**config.mk**
```make
export PLATFORM = sky130hd
export DESIGN_NAME = seq_comparator
export DESIGN_NICKNAME = d
export VERILOG_FILES = /design/src/rtl/seq_comparator_pkg.sv /design/src/rtl/comp_4.sv /design/src/rtl/seq_comparator.sv
export SDC_FILE = /design/constraint.sdc
export NUM_CORES = 1
export LEC_CHECK = 0
export BUFFER_PORTS_ARGS = -buffer_cell sky130_fd_sc_hd__buf_2
export CORE_MARGIN = 3
export CORE_UTILIZATION = 35
export DETAILED_ROUTE_END_ITERATION = 8
export GPL_TIMING_DRIVEN = 0
export PLACE_DENSITY_LB_ADDON = 0.12
export SLEW_MARGIN = 20
export SYNTH_ARGS = -nofsm -noshare
export SYNTH_HDL_FRONTEND = slang
export SYNTH_HIERARCHICAL = 1
export SYNTH_SLANG_ARGS = --single-unit
```
**constraint.sdc**
```tcl
create_clock -name clk -period 2.7 [get_ports clk]
set_input_delay 0.675 -clock clk [delete_from_list [all_inputs] [get_ports clk]]
set_output_delay 0.675 -clock clk [all_outputs]
set_load 0.1 [all_outputs]
```
**src/rtl/seq_comparator_pkg.sv**
```systemverilog
// Shared types and constants for the nibble-serial magnitude comparator.
// Holds the FSM state encoding and the slice width used by the datapath.
package seq_comparator_pkg;

    localparam int NIB_W = 4;

    typedef enum logic [1:0] {
        IDLE = 2'd0,
        RUN  = 2'd1,
        DONE = 2'd2
    } state_t;

endpackage : seq_comparator_pkg

```
**src/rtl/comp_4.sv**
```systemverilog
// 4-bit cascadable unsigned magnitude comparator slice.
// Purely combinational, no latency, no flow control.
// Unequal nibbles decide the result; equal nibbles pass the cascade inputs through.
module comp_4 (
    input  logic [3:0] a,
    input  logic [3:0] b,
    input  logic       gt_in,
    input  logic       eq_in,
    input  logic       lt_in,
    output logic       gt_out,
    output logic       eq_out,
    output logic       lt_out
);

    logic nib_gt;
    logic nib_eq;
    logic nib_lt;

    assign nib_gt = (a > b);
    assign nib_eq = (a == b);
    assign nib_lt = (a < b);

    assign gt_out = nib_gt | (nib_eq & gt_in);
    assign eq_out = nib_eq & eq_in;
    assign lt_out = nib_lt | (nib_eq & lt_in);

endmodule : comp_4

```
**src/rtl/seq_comparator.sv**
```systemverilog
// Unsigned A/B magnitude comparator, one nibble per cycle through a single comp_4 slice.
// Latency: WIDTH/4 cycles from acceptance to the done pulse.
// Backpressure: start is accepted only in IDLE; it is ignored (not queued) while busy.
module seq_comparator
    import seq_comparator_pkg::*;
#(
    parameter int WIDTH = 32
) (
    input  logic             clk,
    input  logic             rst_n,
    input  logic             start,
    input  logic [WIDTH-1:0] a,
    input  logic [WIDTH-1:0] b,
    output logic             busy,
    output logic             done,
    output logic             gt,
    output logic             eq,
    output logic             lt
);

    localparam int N     = WIDTH / NIB_W;
    localparam int IDX_W = (N > 1) ? $clog2(N) : 1;

    generate
        if ((WIDTH % NIB_W) != 0 || WIDTH < 8) begin : g_bad_width
            $error("seq_comparator: WIDTH must be a multiple of 4 and at least 8");
        end
    endgenerate

    state_t           state;
    state_t           state_nxt;
    logic [WIDTH-1:0] a_sh;
    logic [WIDTH-1:0] b_sh;
    logic [IDX_W-1:0] idx;
    logic             c_gt;
    logic             c_eq;
    logic             c_lt;
    logic             s_gt;
    logic             s_eq;
    logic             s_lt;
    logic             last_nib;

    // Operands shift right so the slice always sees the current nibble at [3:0].
    comp_4 u_slice (
        .a      (a_sh[NIB_W-1:0]),
        .b      (b_sh[NIB_W-1:0]),
        .gt_in  (c_gt),
        .eq_in  (c_eq),
        .lt_in  (c_lt),
        .gt_out (s_gt),
        .eq_out (s_eq),
        .lt_out (s_lt)
    );

    assign last_nib = (idx == IDX_W'(N - 1));

    always_ff @(posedge clk or negedge rst_n) begin
        if (!rst_n) begin
            state <= IDLE;
        end else begin
            state <= state_nxt;
        end
    end

    always_comb begin
        state_nxt = state;
        case (state)
            IDLE:    if (start)    state_nxt = RUN;
            RUN:     if (last_nib) state_nxt = DONE;
            DONE:                  state_nxt = IDLE;
            default:               state_nxt = IDLE;
        endcase
    end

    assign busy = (state != IDLE);
    assign done = (state == DONE);

    always_ff @(posedge clk or negedge rst_n) begin
        if (!rst_n) begin
            a_sh <= '0;
            b_sh <= '0;
            idx  <= '0;
            c_gt <= 1'b0;
            c_eq <= 1'b0;
            c_lt <= 1'b0;
            gt   <= 1'b0;
            eq   <= 1'b0;
            lt   <= 1'b0;
        end else begin
            case (state)
                IDLE: begin
                    if (start) begin
                        a_sh <= a;
                        b_sh <= b;
                        idx  <= '0;
                        // Preset to "equal" so an all-equal operand pair resolves to eq.
                        c_gt <= 1'b0;
                        c_eq <= 1'b1;
                        c_lt <= 1'b0;
                    end
                end
                RUN: begin
                    a_sh <= a_sh >> NIB_W;
                    b_sh <= b_sh >> NIB_W;
                    c_gt <= s_gt;
                    c_eq <= s_eq;
                    c_lt <= s_lt;
                    if (last_nib) begin
                        gt <= s_gt;
                        eq <= s_eq;
                        lt <= s_lt;
                    end else begin
                        idx <= idx + IDX_W'(1);
                    end
                end
                default: ;
            endcase
        end
    end

endmodule : seq_comparator

```
Word level (Yosys, flattened, before mapping). Cells that the tools add are included.

Output and inout bits: 5. Logic and storage cells: 47. Flip-flop bits (word level): 75. Bits of input ports: 67.

Order comparisons: 2. Mux-type cells: 15. Add/sub/neg operators: 1. Bitwise logic cells: 5. Reduce and logical (&&, ||, !) cells: 7. Equality and inequality tests: 7.

Operator list (number): 32-bit one-hot mux with 2 select lines (2); 32-bit two-way mux (2); 3-bit two-way mux (2); 2-bit inequality test (second input constant) (3); 1-bit one-hot mux with 2 select lines (3); 3-bit one-hot mux with 2 select lines (1); 2-bit AND reduction (3); 4-bit equality test (1); 4-bit > comparator (1); 4-bit less-than comparator (1); 2-bit two-way mux (2); 2-bit one-hot mux with 2 select lines (1); 2-bit nonzero test (2); 3-bit by 1-bit adder with 3-bit output (second input constant) (1); 1-bit bitwise AND (3); 3-bit equality test (second input constant) (1); 3-bit AND reduction (1); 2-bit by 1-bit equality test with 1-bit output (second input constant) (1); 2-bit equality test (second input constant) (1); 2-bit logical NOT (1); 1-bit two-way mux (2); 1-bit bitwise OR (2).

Longest topological paths before layout.
Depth in word-level cells: 4. Depth in mapped cells: 6.

Hierarchy. The synthesis kept the hierarchy.

By module, submodules not included: seq_comparator (instances 1, area each 3283.1 µm², seq. area each 1876.8 µm², cells an instance 317); comp_4 (instances 1, area each 131.4 µm², seq. area each 0.0 µm², cells an instance 17).

Least setup slack after synthesis. OpenSTA, ideal clock, no wires.

Path type: reg2out. From: reg state[1]. To: out done. Data required time: 2.025 ns. Arrival: 2.033 ns. Buffers on the path: 2. Stages on the path, launching flop included: 5. Slack: -0.008 ns. Cell sequence: dfrtp_1 buf_2 inv_2 buf_2 nor2_1.

Cells in the longest elaborated chain, start to end: 1.

Ends and longest elaborated chain: start, declared (line seq_comparator.sv:30) `state_t state;`; start signal, assigned (line seq_comparator.sv:61) `state <= state_nxt;`; 2-bit equality test (line seq_comparator.sv:76) `assign done = (state == DONE);`; end, declared (line seq_comparator.sv:15) `output logic done,`.

Every way passes these cells.

Final worst setup path. Same ends and word-level chain as after synthesis.

==> out/summary.txt <==
Die area -> 11,000 um2
Non-Filler Instances -> 550
Crit path arrival time -> 1.86 ns
CP max FO -> 10
Largest net degree at the start of global routing -> 44
Core area -> 9370 um2
Synth Area per Inst -> 10.2 um2
RSZ-0062 raised after global routing -> no
Via count of the routed design -> 2,910
Post-synth top cells -> dfrtp_1 (75), o22ai_1 (70), a21oi_1 (55)
Pwr dens -> 1180 nW/um2
CTS resizes -> 0
Die Ht -> 105 um
CTS Buffer Depth -> 2
Sequential area share after synthesis -> 55.0%
Status -> completed
Top routing layer in use -> met4
Final setup viols -> 0
WL final -> 9330 um
Final WS setup -> 0.165 ns
GPL Wtd Cong -> 0.762
CP required -> 2.03 ns
Flops & latches, synth -> 75
Ys flop type -> dfrtp_1
Fmax -> 394 MHz
CTS HTree Levels -> 3
Crit path time final -> 2.54 ns
CP Launch Type -> flop
Ys async rst share -> 100%
Site Rows -> 35
Slew headroom -> 65.1%
GRT overflow -> 0
Setup crit end kind -> output pin
Nets -> 489
Initial DRC Count -> 120
Reg2reg path depth -> 4
Placed cells -> 534
YS warnings -> 6
CTS tree -> built
Metal3 WL -> 390 um
Routed Antenna Nets -> 0
Reg area -> 1880 um2
Post-detail-place hpwl -> 6680 um
Total track usage -> 17.9%
Via density -> 5.29
Synth area leader -> dfrtp_1
Initial Util -> 36.4%
Port Buf Inserts -> 70
DRT met1 WL -> 4540 um
Hold Fails Final Rpt -> 0
Die span in x -> 105 um
Fill cells -> 964
CTS root buffer -> clkbuf_8
Worst min path class -> in2async
Slew Limit Fails -> 0
Met2 routed WL -> 4280 um
Synth top area cells -> dfrtp_1 (55%), o22ai_1 (13%), a21oi_1 (8.1%)
Number of flops mapped to enable cells by yosys -> 0
Multi-input gate area -> 1330 um2
WL/cell -> 17.0 um
Antenna diode count -> 0
Leakage Power -> 1.87 nW
Num CTS Buffers -> 9
Initial antenna violation count -> 0
Synth Instances -> 334
First-pass GRT wire length -> 15,700 um
Clock latency on the worst-skew pair -> 0.34 ns
Syn-to-layout area delta -> 22.0%
Most common cell in the netlist -> dfrtp_1
Vias in the first global route -> 2,975
Mapped Area -> 3410 um2
Synth unique cells -> 33
WS Path Type -> reg2out
IO Pins -> 72
Worst-Margin Slew -> 0.524 ns
Yosys top cell area share -> 55.0%
Sinks on Clock Net -> 75
First-pass iteration count of the detailed router -> 4
Clock skew -> 0.00603 ns
Layout cell share with drive strength beyond 1 -> 28.3%
Worst-path clk slew -> 0.07 ns
Hold_buf cts -> 0
Setup TNS -> 0 ns
Max Cap Viol -> 0
Post-CTS setup buffer count -> 0
Period Utilization, post-route -> 93.9%
Peak supply drop -> 531 uV
DRC viols -> 0
Mapped Nets -> 407
Pre-CTS setup slack -> 0.511 ns
[power breakdown]
group          total [W]  leakage (nW)  switching, W  internal [W]
combinational    0.00201         0.886       0.00117      0.000845
sequential       0.00199         0.883      0.000345       0.00164
clock           0.000897         0.104      0.000392      0.000505
total            0.00490          1.87       0.00191       0.00299
[placed cells by master, fill, tap and decap left out]
cell type and instances:
a21oi_1 55, mux2_2 3, nand3b_1 4, o211ai_2 1, buf_4 4, inv_1 7, nand2_1 5, and2b_1 1
clkbuf_1 9, buf_2 82, nand4_1 1, nand2b_1 4, o221a_2 4, inv_2 1, o21ai_0 8, buf_16 1
nor2_1 39, bufinv_16 1, o21ai_2 1, o2bb2ai_1 3, clkbuf_8 12, o21ba_2 1, a22o_1 6, a22oi_1 2
o22a_1 1, and2_1 1, ha_1 6, nor2b_1 1, o22ai_1 70, a32o_1 1, and4_1 1, nor3_1 1
a31oi_1 1, nor2b_2 1, dfrtp_1 75, buf_6 6, nor2_2 1
[per-stage QoR]
stage | hold slack (ns) | cell area, um2 | util [%] | total power [W]
2_1_floorplan | 0.379 | 3420 | - | 0.00347
6_report | 0.274 | 4170 | 44.4 | 0.00490
4_1_cts | 0.278 | 4170 | 44.4 | 0.00495
5_1_grt | 0.302 | 4170 | 44.4 | 0.00529
3_3_place_gp | 0.480 | 3930 | 41.9 | 0.00398
3_5_place_dp | 0.490 | 3960 | 42.2 | 0.00404
[flip-flops by register name (all words and copies together) (netlist names)]
register	flops
c_lt	1
c_gt	1
b_sh	32
a_sh	32
gt	1
c_eq	1
lt	1
state	2
eq	1
idx	3
[critical path, stage by stage, from the launching register on]
cell and delay [ns]:
dfrtp_1 0.39, buf_2 0.24, inv_2 0.14, buf_2 0.22
nor2_2 0.10, buf_2 0.43
[cells by family after synthesis]
logic type	after synthesis	share of synthesized area (%)
AO/OA/AOI/OAI	154	27.8
adder cells (fa/ha/maj)	6	2.20
AND/OR/NAND/NOR	60	7.99
flip-flops	75	55.0
multiplexers	3	0.989
buffers and inverters	36	6.08
[routing by layer]
layer | vias to the layer above | track usage [%]
li1 | 1420 | -
met1 | 1419 | 25.7
met2 | 62 | 26.8
met3 | 9 | 3.27
met4 | 0 | 7.12
met5 | - | 0
[cell type report]
type / instances / share of cell area [%]
sequential: 75 / 45.1
multi-input combinational: 223 / 32.0
timing repair buffer: 71 / 9.13
buffer: 28 / 4.27
clock buffer: 15 / 4.24
tap: 129 / 3.88
clock inverter: 1 / 0.721
inverter: 8 / 0.721
[path summary, 6_finish.rpt]
kind                       slack (ns)     start       end
setup / recovery                 0.16  state[1]      done
hold / removal                   0.27     rst_n  a_sh[10]
setup reg to reg                 1.07   a_sh[3]        lt
hold reg to reg                  0.50  b_sh[31]  b_sh[31]
max in group asynchronous        1.85     rst_n  a_sh[25]
min in group clk                 0.50  b_sh[31]  b_sh[31]
(Power assumes the default switching activity.)
